`config.mk`:
```
export PLATFORM = sky130hd
export DESIGN_NAME = command_device_core_flat
export DESIGN_NICKNAME = d
export VERILOG_FILES = /design/src/rtl/command_device_core_if.sv /design/src/rtl/command_device_core.sv /design/src/flat_wrapper.sv
export SDC_FILE = /design/constraint.sdc
export NUM_CORES = 1
export LEC_CHECK = 0
export CELL_PAD_IN_SITES_DETAIL_PLACEMENT = 1
export CELL_PAD_IN_SITES_GLOBAL_PLACEMENT = 1
export CORE_MARGIN = 5
export CORE_UTILIZATION = 47
export CTS_CLUSTER_DIAMETER = 150
export DETAILED_ROUTE_END_ITERATION = 10
export GPL_ROUTABILITY_DRIVEN = 0
export PLACE_DENSITY = 0.95
export SLEW_MARGIN = 20
export SYNTH_ARGS = -nofsm -noshare
export SYNTH_HDL_FRONTEND = slang
export SYNTH_SLANG_ARGS = --single-unit
```
`constraint.sdc`:
```
create_clock -name clock -period 7.47 [get_ports clock]
set_clock_uncertainty 0.15 [all_clocks]
set_input_delay 1.1205 -clock clock [delete_from_list [all_inputs] [get_ports clock]]
set_output_delay 1.1205 -clock clock [all_outputs]
set_load 0.03 [all_outputs]
```
`src/rtl/command_device_core_if.sv`:
```
// rtl/command_device_core_if.sv - instruction fetch and peripheral port bus bundle
interface command_device_core_if #(
    parameter int WIDTH = 4,
    parameter int PC_W  = 8,
    parameter int PW    = 3,
    parameter int IW    = 18
);
    // Program ROM fetch: asynchronous, data valid in the same cycle as the address
    logic [PC_W-1:0]  instr_addr;
    logic [IW-1:0]    instr_data;

    // Peripheral port request/acknowledge bus
    logic [PW-1:0]    port_id;
    logic [WIDTH-1:0] port_data_out;
    logic [WIDTH-1:0] port_data_in;
    logic             port_read;
    logic             port_write;
    logic             port_ack;

    // Core side
    modport master (
        output instr_addr,
        output port_id,
        output port_data_out,
        output port_read,
        output port_write,
        input  instr_data,
        input  port_data_in,
        input  port_ack
    );

    // ROM and peripheral side
    modport slave (
        input  instr_addr,
        input  port_id,
        input  port_data_out,
        input  port_read,
        input  port_write,
        output instr_data,
        output port_data_in,
        output port_ack
    );
endinterface

```
`src/rtl/command_device_core.sv`:
```
// rtl/command_device_core.sv - instruction-driven core with register file, C/Z flags and port handshake
module command_device_core #(
    parameter int WIDTH      = 4,
    parameter int NREGS      = 8,
    parameter int NPORTS     = 8,
    parameter int PC_W       = 8,
    parameter int IO_TIMEOUT = 16
) (
    input  logic                   clock,
    input  logic                   reset,
    input  logic                   enable,
    command_device_core_if.master  bus,
    output logic                   carry_flag,
    output logic                   zero_flag,
    output logic                   io_timeout
);
    localparam int RW = $clog2(NREGS);
    localparam int PW = $clog2(NPORTS);
    localparam int K0 = (WIDTH > PC_W) ? WIDTH : PC_W;
    localparam int K  = (K0 > PW) ? K0 : PW;
    localparam int IW = 4 + 2 * RW + K;

    // Wait counter only needs to reach IO_TIMEOUT-1; with no timeout it free-runs unused
    localparam int CW = (IO_TIMEOUT < 1) ? 1 : $clog2(IO_TIMEOUT + 1);
    localparam logic [CW-1:0]   CNT_LAST = CW'((IO_TIMEOUT == 0) ? 0 : IO_TIMEOUT - 1);
    localparam logic [CW-1:0]   CNT_ONE  = CW'(1);
    localparam logic [PC_W-1:0] PC_ONE   = PC_W'(1);

    localparam logic [3:0] OP_NOP = 4'h0;
    localparam logic [3:0] OP_LDI = 4'h1;
    localparam logic [3:0] OP_MOV = 4'h2;
    localparam logic [3:0] OP_ADD = 4'h3;
    localparam logic [3:0] OP_ADC = 4'h4;
    localparam logic [3:0] OP_SUB = 4'h5;
    localparam logic [3:0] OP_AND = 4'h6;
    localparam logic [3:0] OP_OR  = 4'h7;
    localparam logic [3:0] OP_XOR = 4'h8;
    localparam logic [3:0] OP_SHL = 4'h9;
    localparam logic [3:0] OP_SHR = 4'hA;
    localparam logic [3:0] OP_IN  = 4'hB;
    localparam logic [3:0] OP_OUT = 4'hC;
    localparam logic [3:0] OP_JMP = 4'hD;
    localparam logic [3:0] OP_JZ  = 4'hE;
    localparam logic [3:0] OP_JC  = 4'hF;

    typedef enum logic {
        S_RUN     = 1'b0,
        S_IO_WAIT = 1'b1
    } state_e;

    state_e           state_q, state_d;
    logic [PC_W-1:0]  pc_q, pc_d;
    logic [WIDTH-1:0] regs_q [NREGS];
    logic [WIDTH-1:0] regs_d [NREGS];
    logic             c_q, c_d;
    logic             z_q, z_d;
    logic             timeout_q, timeout_d;
    logic             read_q, read_d;
    logic             write_q, write_d;
    logic [PW-1:0]    port_id_q, port_id_d;
    logic [WIDTH-1:0] dout_q, dout_d;
    logic [RW-1:0]    io_rd_q, io_rd_d;
    logic [CW-1:0]    cnt_q, cnt_d;

    // Instruction fields
    logic [3:0]       op;
    logic [RW-1:0]    rd;
    logic [RW-1:0]    rs;
    logic [K-1:0]     imm;

    // ALU scratch: bit WIDTH of ext is the carry/borrow that lands in C
    logic [WIDTH:0]   ext;
    logic             alu_wr;
    logic [WIDTH-1:0] op_a;
    logic [WIDTH-1:0] op_b;
    logic [PC_W-1:0]  pc_inc;

    assign {op, rd, rs, imm} = bus.instr_data[IW-1:0];

    // Next-state, datapath and handshake decisions for the fetch/execute and IO wait states
    always_comb begin
        state_d   = state_q;
        pc_d      = pc_q;
        regs_d    = regs_q;
        c_d       = c_q;
        z_d       = z_q;
        timeout_d = timeout_q;
        read_d    = read_q;
        write_d   = write_q;
        port_id_d = port_id_q;
        dout_d    = dout_q;
        io_rd_d   = io_rd_q;
        cnt_d     = cnt_q;
        ext       = '0;
        alu_wr    = 1'b0;
        op_a      = regs_q[rd];
        op_b      = regs_q[rs];
        pc_inc    = pc_q + PC_ONE;

        case (state_q)
            S_RUN: begin
                if (enable) begin
                    pc_d = pc_inc;
                    case (op)
                        OP_LDI: regs_d[rd] = imm[WIDTH-1:0];
                        OP_MOV: regs_d[rd] = op_b;
                        OP_ADD: begin
                            ext    = {1'b0, op_a} + {1'b0, op_b};
                            alu_wr = 1'b1;
                        end
                        OP_ADC: begin
                            ext    = {1'b0, op_a} + {1'b0, op_b} + {{WIDTH{1'b0}}, c_q};
                            alu_wr = 1'b1;
                        end
                        OP_SUB: begin
                            ext    = {1'b0, op_a} - {1'b0, op_b};
                            alu_wr = 1'b1;
                        end
                        OP_AND: begin
                            ext    = {1'b0, op_a & op_b};
                            alu_wr = 1'b1;
                        end
                        OP_OR: begin
                            ext    = {1'b0, op_a | op_b};
                            alu_wr = 1'b1;
                        end
                        OP_XOR: begin
                            ext    = {1'b0, op_a ^ op_b};
                            alu_wr = 1'b1;
                        end
                        OP_SHL: begin
                            ext    = {op_a, 1'b0};
                            alu_wr = 1'b1;
                        end
                        OP_SHR: begin
                            ext    = {op_a[0], 1'b0, op_a[WIDTH-1:1]};
                            alu_wr = 1'b1;
                        end
                        OP_IN, OP_OUT: begin
                            // pc advances only when the transfer completes or times out
                            pc_d      = pc_q;
                            state_d   = S_IO_WAIT;
                            port_id_d = imm[PW-1:0];
                            io_rd_d   = rd;
                            cnt_d     = '0;
                            read_d    = (op == OP_IN);
                            write_d   = (op == OP_OUT);
                            if (op == OP_OUT) begin
                                dout_d = op_a;
                            end
                        end
                        OP_JMP: pc_d = imm[PC_W-1:0];
                        OP_JZ:  if (z_q) pc_d = imm[PC_W-1:0];
                        OP_JC:  if (c_q) pc_d = imm[PC_W-1:0];
                        default: ;
                    endcase
                    if (alu_wr) begin
                        regs_d[rd] = ext[WIDTH-1:0];
                        c_d        = ext[WIDTH];
                        z_d        = (ext[WIDTH-1:0] == '0);
                    end
                end
            end

            S_IO_WAIT: begin
                if (bus.port_ack) begin
                    if (read_q) begin
                        regs_d[io_rd_q] = bus.port_data_in;
                        z_d             = (bus.port_data_in == '0);
                    end
                    read_d  = 1'b0;
                    write_d = 1'b0;
                    pc_d    = pc_inc;
                    state_d = S_RUN;
                end else if ((IO_TIMEOUT != 0) && (cnt_q == CNT_LAST)) begin
                    timeout_d = 1'b1;
                    read_d    = 1'b0;
                    write_d   = 1'b0;
                    pc_d      = pc_inc;
                    state_d   = S_RUN;
                end else begin
                    cnt_d = cnt_q + CNT_ONE;
                end
            end

            default: state_d = S_RUN;
        endcase
    end

    // State, register file, flags and port registers with synchronous active-low reset
    always_ff @(posedge clock) begin
        if (!reset) begin
            state_q   <= S_RUN;
            pc_q      <= '0;
            regs_q    <= '{default: '0};
            c_q       <= 1'b0;
            z_q       <= 1'b0;
            timeout_q <= 1'b0;
            read_q    <= 1'b0;
            write_q   <= 1'b0;
            port_id_q <= '0;
            dout_q    <= '0;
            io_rd_q   <= '0;
            cnt_q     <= '0;
        end else begin
            state_q   <= state_d;
            pc_q      <= pc_d;
            regs_q    <= regs_d;
            c_q       <= c_d;
            z_q       <= z_d;
            timeout_q <= timeout_d;
            read_q    <= read_d;
            write_q   <= write_d;
            port_id_q <= port_id_d;
            dout_q    <= dout_d;
            io_rd_q   <= io_rd_d;
            cnt_q     <= cnt_d;
        end
    end

    assign bus.instr_addr    = pc_q;
    assign bus.port_id       = port_id_q;
    assign bus.port_data_out = dout_q;
    assign bus.port_read     = read_q;
    assign bus.port_write    = write_q;
    assign carry_flag        = c_q;
    assign zero_flag         = z_q;
    assign io_timeout        = timeout_q;
endmodule

```
`src/flat_wrapper.sv`:
```
// flat-port wrapper written by rule: the top's interface ports become plain ports
module command_device_core_flat 
#(
    parameter int WIDTH      = 4,
    parameter int NREGS      = 8,
    parameter int NPORTS     = 8,
    parameter int PC_W       = 8,
    parameter int IO_TIMEOUT = 16
)
  (clock, reset, enable, carry_flag, zero_flag, io_timeout, bus_instr_addr, bus_port_id, bus_port_data_out, bus_port_read, bus_port_write, bus_instr_data, bus_port_data_in, bus_port_ack);
  command_device_core_if #(.WIDTH(WIDTH), .PC_W(PC_W), .PW((3)), .IW((18))) bus_i ();
  input  logic clock;
  input  logic reset;
  input  logic enable;
  output logic carry_flag;
  output logic zero_flag;
  output logic io_timeout;
  output wire logic [$bits(bus_i.instr_addr)-1:0] bus_instr_addr;
  output wire logic [$bits(bus_i.port_id)-1:0] bus_port_id;
  output wire logic [$bits(bus_i.port_data_out)-1:0] bus_port_data_out;
  output wire logic [$bits(bus_i.port_read)-1:0] bus_port_read;
  output wire logic [$bits(bus_i.port_write)-1:0] bus_port_write;
  input wire logic [$bits(bus_i.instr_data)-1:0] bus_instr_data;
  input wire logic [$bits(bus_i.port_data_in)-1:0] bus_port_data_in;
  input wire logic [$bits(bus_i.port_ack)-1:0] bus_port_ack;
  assign bus_instr_addr = bus_i.instr_addr;
  assign bus_port_id = bus_i.port_id;
  assign bus_port_data_out = bus_i.port_data_out;
  assign bus_port_read = bus_i.port_read;
  assign bus_port_write = bus_i.port_write;
  assign bus_i.instr_data = bus_instr_data;
  assign bus_i.port_data_in = bus_port_data_in;
  assign bus_i.port_ack = bus_port_ack;
  command_device_core #(.WIDTH(WIDTH), .NREGS(NREGS), .NPORTS(NPORTS), .PC_W(PC_W), .IO_TIMEOUT(IO_TIMEOUT)) u_core (.clock(clock), .reset(reset), .enable(enable), .bus(bus_i), .carry_flag(carry_flag), .zero_flag(zero_flag), .io_timeout(io_timeout));
endmodule
```
==> results.json, run 1 <==
{
  "cts.repair.resized": 0,
  "dr_wl_met3_mm": 1.76,
  "areaGrowthSynthToFinish_pct": 13.0,
  "arrival_ps": 6000,
  "drv_slew": 0,
  "synthFlopType": "dfxtp_1",
  "grt_pass1_vias": 5992,
  "synth.distinct_cells": 64,
  "syn-cell-area_um2": 5020,
  "final_cells": 809,
  "leakage_nw": 2.04,
  "via_count": 5861,
  "cp.required_ps": 7620,
  "fin_tns_setup_ps": 0,
  "crit_buf_inv": 4,
  "start_util": 0.484,
  "grt_pass1_wl_mm": 31.8,
  "reg2reg_slack_ps": 3190,
  "async_flop_share": 0,
  "max_freq_ghz": 0.171,
  "period_needed_ps": 5850,
  "drt_iter0_drc": 731,
  "p_total_w": 0.000945,
  "dieArea_um2": 12900,
  "outcome": "finished clean",
  "grt_max_degree": 62,
  "critPathCaptureType": "register",
  "synth-warning-count": 0,
  "setup_slack_ps": 1620,
  "numCtsBuffers": 9,
  "wl_per_cell_um": 24.8,
  "clk_pin_slew_ps": 70,
  "antenna_cells": 0,
  "wl_met1_mm": 7.90,
  "ys_seq_area_frac": 0.243,
  "layout-drive-gt1-share": 0.0684,
  "route.detailed.drc": 0,
  "syn_avg_cell_area_um2": 7.71,
  "max_stage_delay_ps": 1100,
  "fin_nets": 715,
  "cts_sinks": 61,
  "fill_cells": 1298,
  "portBuffers": 45,
  "worstReg2RegStart": "u_core.regs_q[0]",
  "antenna_found_initial": 0,
  "dr.max_layer_used": "met4",
  "maxSlewHeadroom": 0.239,
  "fin_crit_sh": 0.783,
  "grt.total_usage": 0.309,
  "place_ws_ps": 1390,
  "worstHoldPathCells": 1,
  "crit_path_frequent_cell": "inv_1",
  "crit_slowest_cell": "clkdlybuf4s50_1",
  "path_max_fanout": 23,
  "cts_max_path_buffers": 2,
  "reg2regPathDepth": 14,
  "rows": 37,
  "core_area_um2": 10400,
  "via_per_inst": 7.24,
  "hold_class": "reg -> reg",
  "syn_inst": 651,
  "drtPass1Iterations": 6,
  "insertion_delay_ps": 380,
  "setup_violations": 0,
  "die_h_um": 113,
  "tritoncts": "built",
  "wl_met2_mm": 9.51,
  "root_buffer": "clkbuf_8",
  "post-cts-setup-buffer-count": 0,
  "syn_nets": 696,
  "hold_start": "u_core.io_timeout",
  "maxCapViolCount": 0,
  "htreeDepth": 3,
  "tightest_slew_ps": 1140,
  "pin_count": 46,
  "hold_violations": 0,
  "drt-total-wl_mm": 20.0,
  "cts_hold_buf": 0,
  "crit_chain": "clkdlybuf4s50_1 -> mux4_2 -> mux2i_4 -> inv_1 -> ha_1 -> inv_1 -> fa_1 -> inv_1 -> ha_1 -> a22o_1 -> a221o_1 -> a311oi_4 -> nand3_1 -> or3_1 -> a31oi_1",
  "grt_overflow": 0,
  "synth-edff-count": 0,
  "vdd_drop_max_v": 0.0000946,
  "worstHoldEndpoint": "u_core.io_timeout",
  "place_hpwl_mm": 14.0,
  "ys_ff_latch": 61,
  "regToRegEndpoint": "u_core.zero_flag",
  "chipWidth_um": 113,
  "p_per_area_nw_per_um2": 167,
  "crit_type": "in -> reg",
  "drtAntennaViolNets": 0,
  "startpoint_type": "primary input",
  "dp.cells": 794,
  "rsz0062_at_grt": "false",
  "path_delay_family": "buffers and inverters"
}
-- sequential cells by signal, summed over array words and instances, names as in the netlist --
name / cells
u_core.regs_q: 32
u_core.bus.instr_addr: 8
u_core.cnt_q: 5
u_core.bus.port_data_out: 4
u_core.bus.port_id: 3
u_core.io_rd_q: 3
u_core.bus.port_read: 1
u_core.bus.port_write: 1
u_core.carry_flag: 1
u_core.io_timeout: 1
u_core.state_q: 1
u_core.zero_flag: 1
-- how the worst max path moves through the flow --
stage / to / start / slack (ps) / depth (start not counted)
global placement: u_core.zero_flag / bus_instr_data[11] / 1540 / 15
finish: u_core.zero_flag / bus_instr_data[11] / 1620 / 15
global route: u_core.zero_flag / bus_instr_data[11] / 1460 / 15
CTS: u_core.zero_flag / bus_instr_data[11] / 1750 / 15
detailed placement: u_core.zero_flag / bus_instr_data[11] / 1390 / 15
floorplan: u_core.zero_flag / bus_instr_data[8] / 2680 / 14
-- power by group --
part	total, W	internal (W)	switching [W]
registers	0.000371	0.000345	0.0000260
clock network	0.000274	0.000134	0.000140
logic	0.000300	0.000112	0.000188
-- cell families after synthesis --
| family | count (synthesis) | synth area share |
|---|---|---|
| AO/OA/AOI/OAI | 246 | 0.328 |
| adder cells (fa/ha/maj) | 19 | 0.0503 |
| XOR/XNOR | 9 | 0.0157 |
| multiplexers | 26 | 0.0852 |
| AND/OR/NAND/NOR | 230 | 0.229 |
| buffers and inverters | 60 | 0.0483 |
| flip-flops | 61 | 0.243 |
-- worst reg2reg max path, delay by kind of cell (launching register included) --
kind | cells | cell delay (ps)
AOI/OAI and AO/OA | 4 | 1240
adders and majority gates | 3 | 910
muxes | 2 | 780
and+or+nand+nor | 2 | 480
DFF | 1 | 390
buffers and inverters | 3 | 260
-- per-stage QoR --
| step | util | instance area, um2 | hold slack [ps] |
|---|---|---|---|
| final | 0.547 | 5670 | 320 |
| after global routing | 0.547 | 5670 | 340 |
| after CTS | 0.546 | 5660 | 321 |
| after detailed placement | 0.530 | 5490 | 305 |
| after global placement | 0.530 | 5490 | 306 |
| after floorplan | - | 5020 | 322 |
-- cell usage in the layout, fill, tap and decap left out, drive strengths merged, types with 12 or more instances in the layout --
master,Yosys,routed
nand3,20,20
nand2,61,61
a21oi,64,64
a31oi,17,17
and2,14,14
o21ai,50,50
mux4,12,12
nor2b,13,13
clkbuf,27,12
nor3,31,31
inv,20,20
nor2,46,46
a211oi,26,26
clkdlybuf4s50,0,43
ha,17,17
dfxtp,61,61
a211o,14,14
-- routing by layer --
metal,global-route usage,vias up
met5,0,-
met4,0.159,0
met3,0.0583,93
met2,0.520,395
met1,0.374,2869
li1,-,2504
-- cell type report --
| class | count | area, um2 | area share |
|---|---|---|---|
| Inverter | 21 | 78.8 | 0.0139 |
| Multi-Input combinational cell | 530 | 3580 | 0.631 |
| Clock buffer | 12 | 155 | 0.0273 |
| Sequential cell | 61 | 1220 | 0.215 |
| Clock inverter | 2 | 10.0 | 0.00176 |
| Timing Repair Buffer | 47 | 459 | 0.0809 |
| Tap cell | 136 | 170 | 0.0300 |
-- Yosys cell counts (3+ instances only) --
master | number | area [um2]
and2_1 | 14 | 87.6
o22ai_1 | 7 | 43.8
a2111oi_0 | 8 | 70.1
a31oi_1 | 17 | 106
nor3_1 | 31 | 155
buf_2 | 8 | 40.0
and3b_1 | 4 | 35.0
mux4_2 | 12 | 270
xor2_1 | 6 | 52.6
clkbuf_1 | 27 | 101
a22o_1 | 3 | 26.3
xnor2_1 | 3 | 26.3
a211oi_1 | 26 | 195
nand3b_1 | 5 | 37.5
a21oi_1 | 63 | 315
nor2_1 | 45 | 169
mux2_2 | 4 | 45.0
nand3_1 | 20 | 100
mux2i_1 | 9 | 90.1
nand2b_1 | 8 | 50.1
nand2_1 | 61 | 229
nor3b_1 | 8 | 60.1
o21ai_0 | 49 | 245
nor2b_1 | 13 | 81.3
dfxtp_1 | 61 | 1220
a21boi_0 | 8 | 60.1
o2111ai_1 | 10 | 87.6
o221ai_1 | 9 | 78.8
or3_1 | 4 | 25.0
inv_1 | 20 | 75.1
a21o_1 | 3 | 22.5
a211o_1 | 14 | 123
ha_1 | 17 | 213
buf_1 | 3 | 11.3
o211a_1 | 6 | 60.1
and3_1 | 8 | 50.1
Power figures use the tool's default switching activity.
==> inputs of run 2 (changes only) <==
- CORE_UTILIZATION: 47 -> 39
- PLACE_DENSITY: 0.95 -> 0.85
- clock period: 7.47 -> 5 ns (I/O delays scaled with it)
==> run 2 against run 1 <==
Against the previous run:
- via count shrank 1.9%
- critical path type unchanged
- die area increased by 19%
- clock-buffer cell count down 1
- register-to-register slack worse by 2200 ps
- first-iteration DRC count is 16% lower
- hold slack got worse by 0.99 ps
- power grew 69%
- cell count up 6.4%
- highest routed layer unchanged
- flip-flop and latch count is the same
- setup slack lost 1300 ps
==> results.json, run 2 (synthesized netlist as in run 1, its figures left out) <==
{
  "outcome": "finished clean",
  "core_area_um2": 12600,
  "max_freq_ghz": 0.213,
  "fin_nets": 730,
  "rows": 41,
  "dp.cells": 846,
  "rsz0062_at_grt": "false",
  "cts_hold_buf": 0,
  "period_needed_ps": 4700,
  "hold_class": "reg -> reg",
  "tightest_slew_ps": 1160,
  "via_count": 5750,
  "antenna_found_initial": 0,
  "p_per_area_nw_per_um2": 270,
  "crit_buf_inv": 4,
  "registers.top_by_ff_count": "u_core.regs_q",
  "cts.repair.resized": 0,
  "insertion_delay_ps": 330,
  "fin_tns_setup_ps": 0,
  "crit_path_frequent_cell": "inv_1",
  "final_cell_mix": "63 x a21oi_1, 61 x nand2_1, 61 x dfxtp_1",
  "wl_per_cell_um": 23.1,
  "grt_max_degree": 62,
  "cts_sinks": 61,
  "grt.met1_usage": 0.329,
  "drt-total-wl_mm": 19.9,
  "fin_area_um2": 5920,
  "root_buffer": "clkbuf_16",
  "hold_violations": 0,
  "numCtsBuffers": 9,
  "clk_pin_slew_ps": 60,
  "tritoncts": "built",
  "antenna_cells": 0,
  "pin_count": 46,
  "placed_area_um2": 5650,
  "portBuffers": 45,
  "hold_start": "u_core.io_timeout",
  "start_util": 0.398,
  "grt.total_usage": 0.265,
  "die_h_um": 123,
  "crit_type": "in -> reg",
  "grt_pass1_vias": 6006,
  "fill_cells": 1598,
  "use_met3": 0.0544,
  "worstReg2RegStart": "u_core.regs_q[16]",
  "cp.required_ps": 5110,
  "arrival_ps": 4810,
  "drtPass1Iterations": 7,
  "final_common_cell": "a21oi_1",
  "final_cells": 861,
  "chipWidth_um": 123,
  "crit_chain": "clkdlybuf4s50_1 -> mux4_2 -> mux2_2 -> ha_1 -> inv_1 -> fa_1 -> inv_1 -> ha_1 -> inv_1 -> and3_1 -> o21ai_0 -> o21ai_0 -> or3_1 -> or3_1 -> a31oi_1",
  "maxSlewHeadroom": 0.224,
  "drt_iter0_drc": 611,
  "htreeDepth": 3,
  "grt_pass1_wl_mm": 31.7,
  "route.detailed.drc": 0,
  "crit_path_start": "bus_instr_data[8]",
  "path_max_fanout": 4,
  "critPathCaptureType": "register",
  "place_hpwl_mm": 14.4,
  "areaGrowthSynthToFinish_pct": 17.9,
  "fin_crit_sh": 0.940,
  "cts_max_path_buffers": 2,
  "dieArea_um2": 15200,
  "reg2reg_slack_ps": 950,
  "grt_overflow": 0,
  "drtAntennaViolNets": 0,
  "startpoint_type": "primary input",
  "leakage_nw": 2.14,
  "largest_register_ffs": 32,
  "grt.busiest_layer": "met2",
  "post-cts-setup-buffer-count": 0,
  "layout-drive-gt1-share": 0.0856,
  "maxCapViolCount": 0,
  "vdd_drop_max_v": 0.000126,
  "setup_violations": 0,
  "grtUsageMet2": 0.431,
  "crit_slowest_cell": "clkdlybuf4s50_1",
  "via_per_inst": 6.68,
  "drv_slew": 0,
  "max_stage_delay_ps": 570,
  "path_delay_family": "simple AND/OR/NAND/NOR gates"
}
## run 2: routing by layer
metal | vias up | wire length [um]
met5 | - | 0
li1 | 2538 | -
met3 | 86 | 1650
met1 | 2787 | 8030
met2 | 339 | 9360
met4 | 0 | 867
## run 2: worst paths after layout
path / end / cells after the start
worst min-delay path: u_core.io_timeout / 1
worst max-delay path: u_core.zero_flag / 15
worst min register to register: u_core.io_timeout / 1
worst max register to register: u_core.zero_flag / 14
## run 2: metrics by stage
| step | util | power (W) | hold WS, ps | setup WS [ps] |
|---|---|---|---|---|
| final | 0.469 | 0.00160 | 319 | 302 |
| after global routing | 0.469 | 0.00166 | 351 | 150 |
| after CTS | 0.469 | 0.00158 | 321 | 364 |
| after detailed placement | 0.448 | 0.00100 | 308 | 97.6 |
| after global placement | 0.448 | 0.000978 | 307 | 211 |
| after floorplan | - | 0.000845 | 322 | 580 |
## run 2: cell type report
cell class / instances / area, um2 / share of cell area
repair buffers: 62 / 573 / 0.0968
flip-flops and latches: 61 / 1220 / 0.206
clock inverters: 4 / 25.0 / 0.00423
inverters: 21 / 78.8 / 0.0133
clock buffers: 11 / 243 / 0.0410
well taps: 172 / 215 / 0.0364
multi-input cells: 530 / 3560 / 0.602
## run 2: report_power, final
part	switching (W)	total [W]	internal, W
logic	0.000281	0.000460	0.000179
clock network	0.000237	0.000582	0.000344
registers	0.0000391	0.000555	0.000516
total	0.000557	0.00160	0.00104
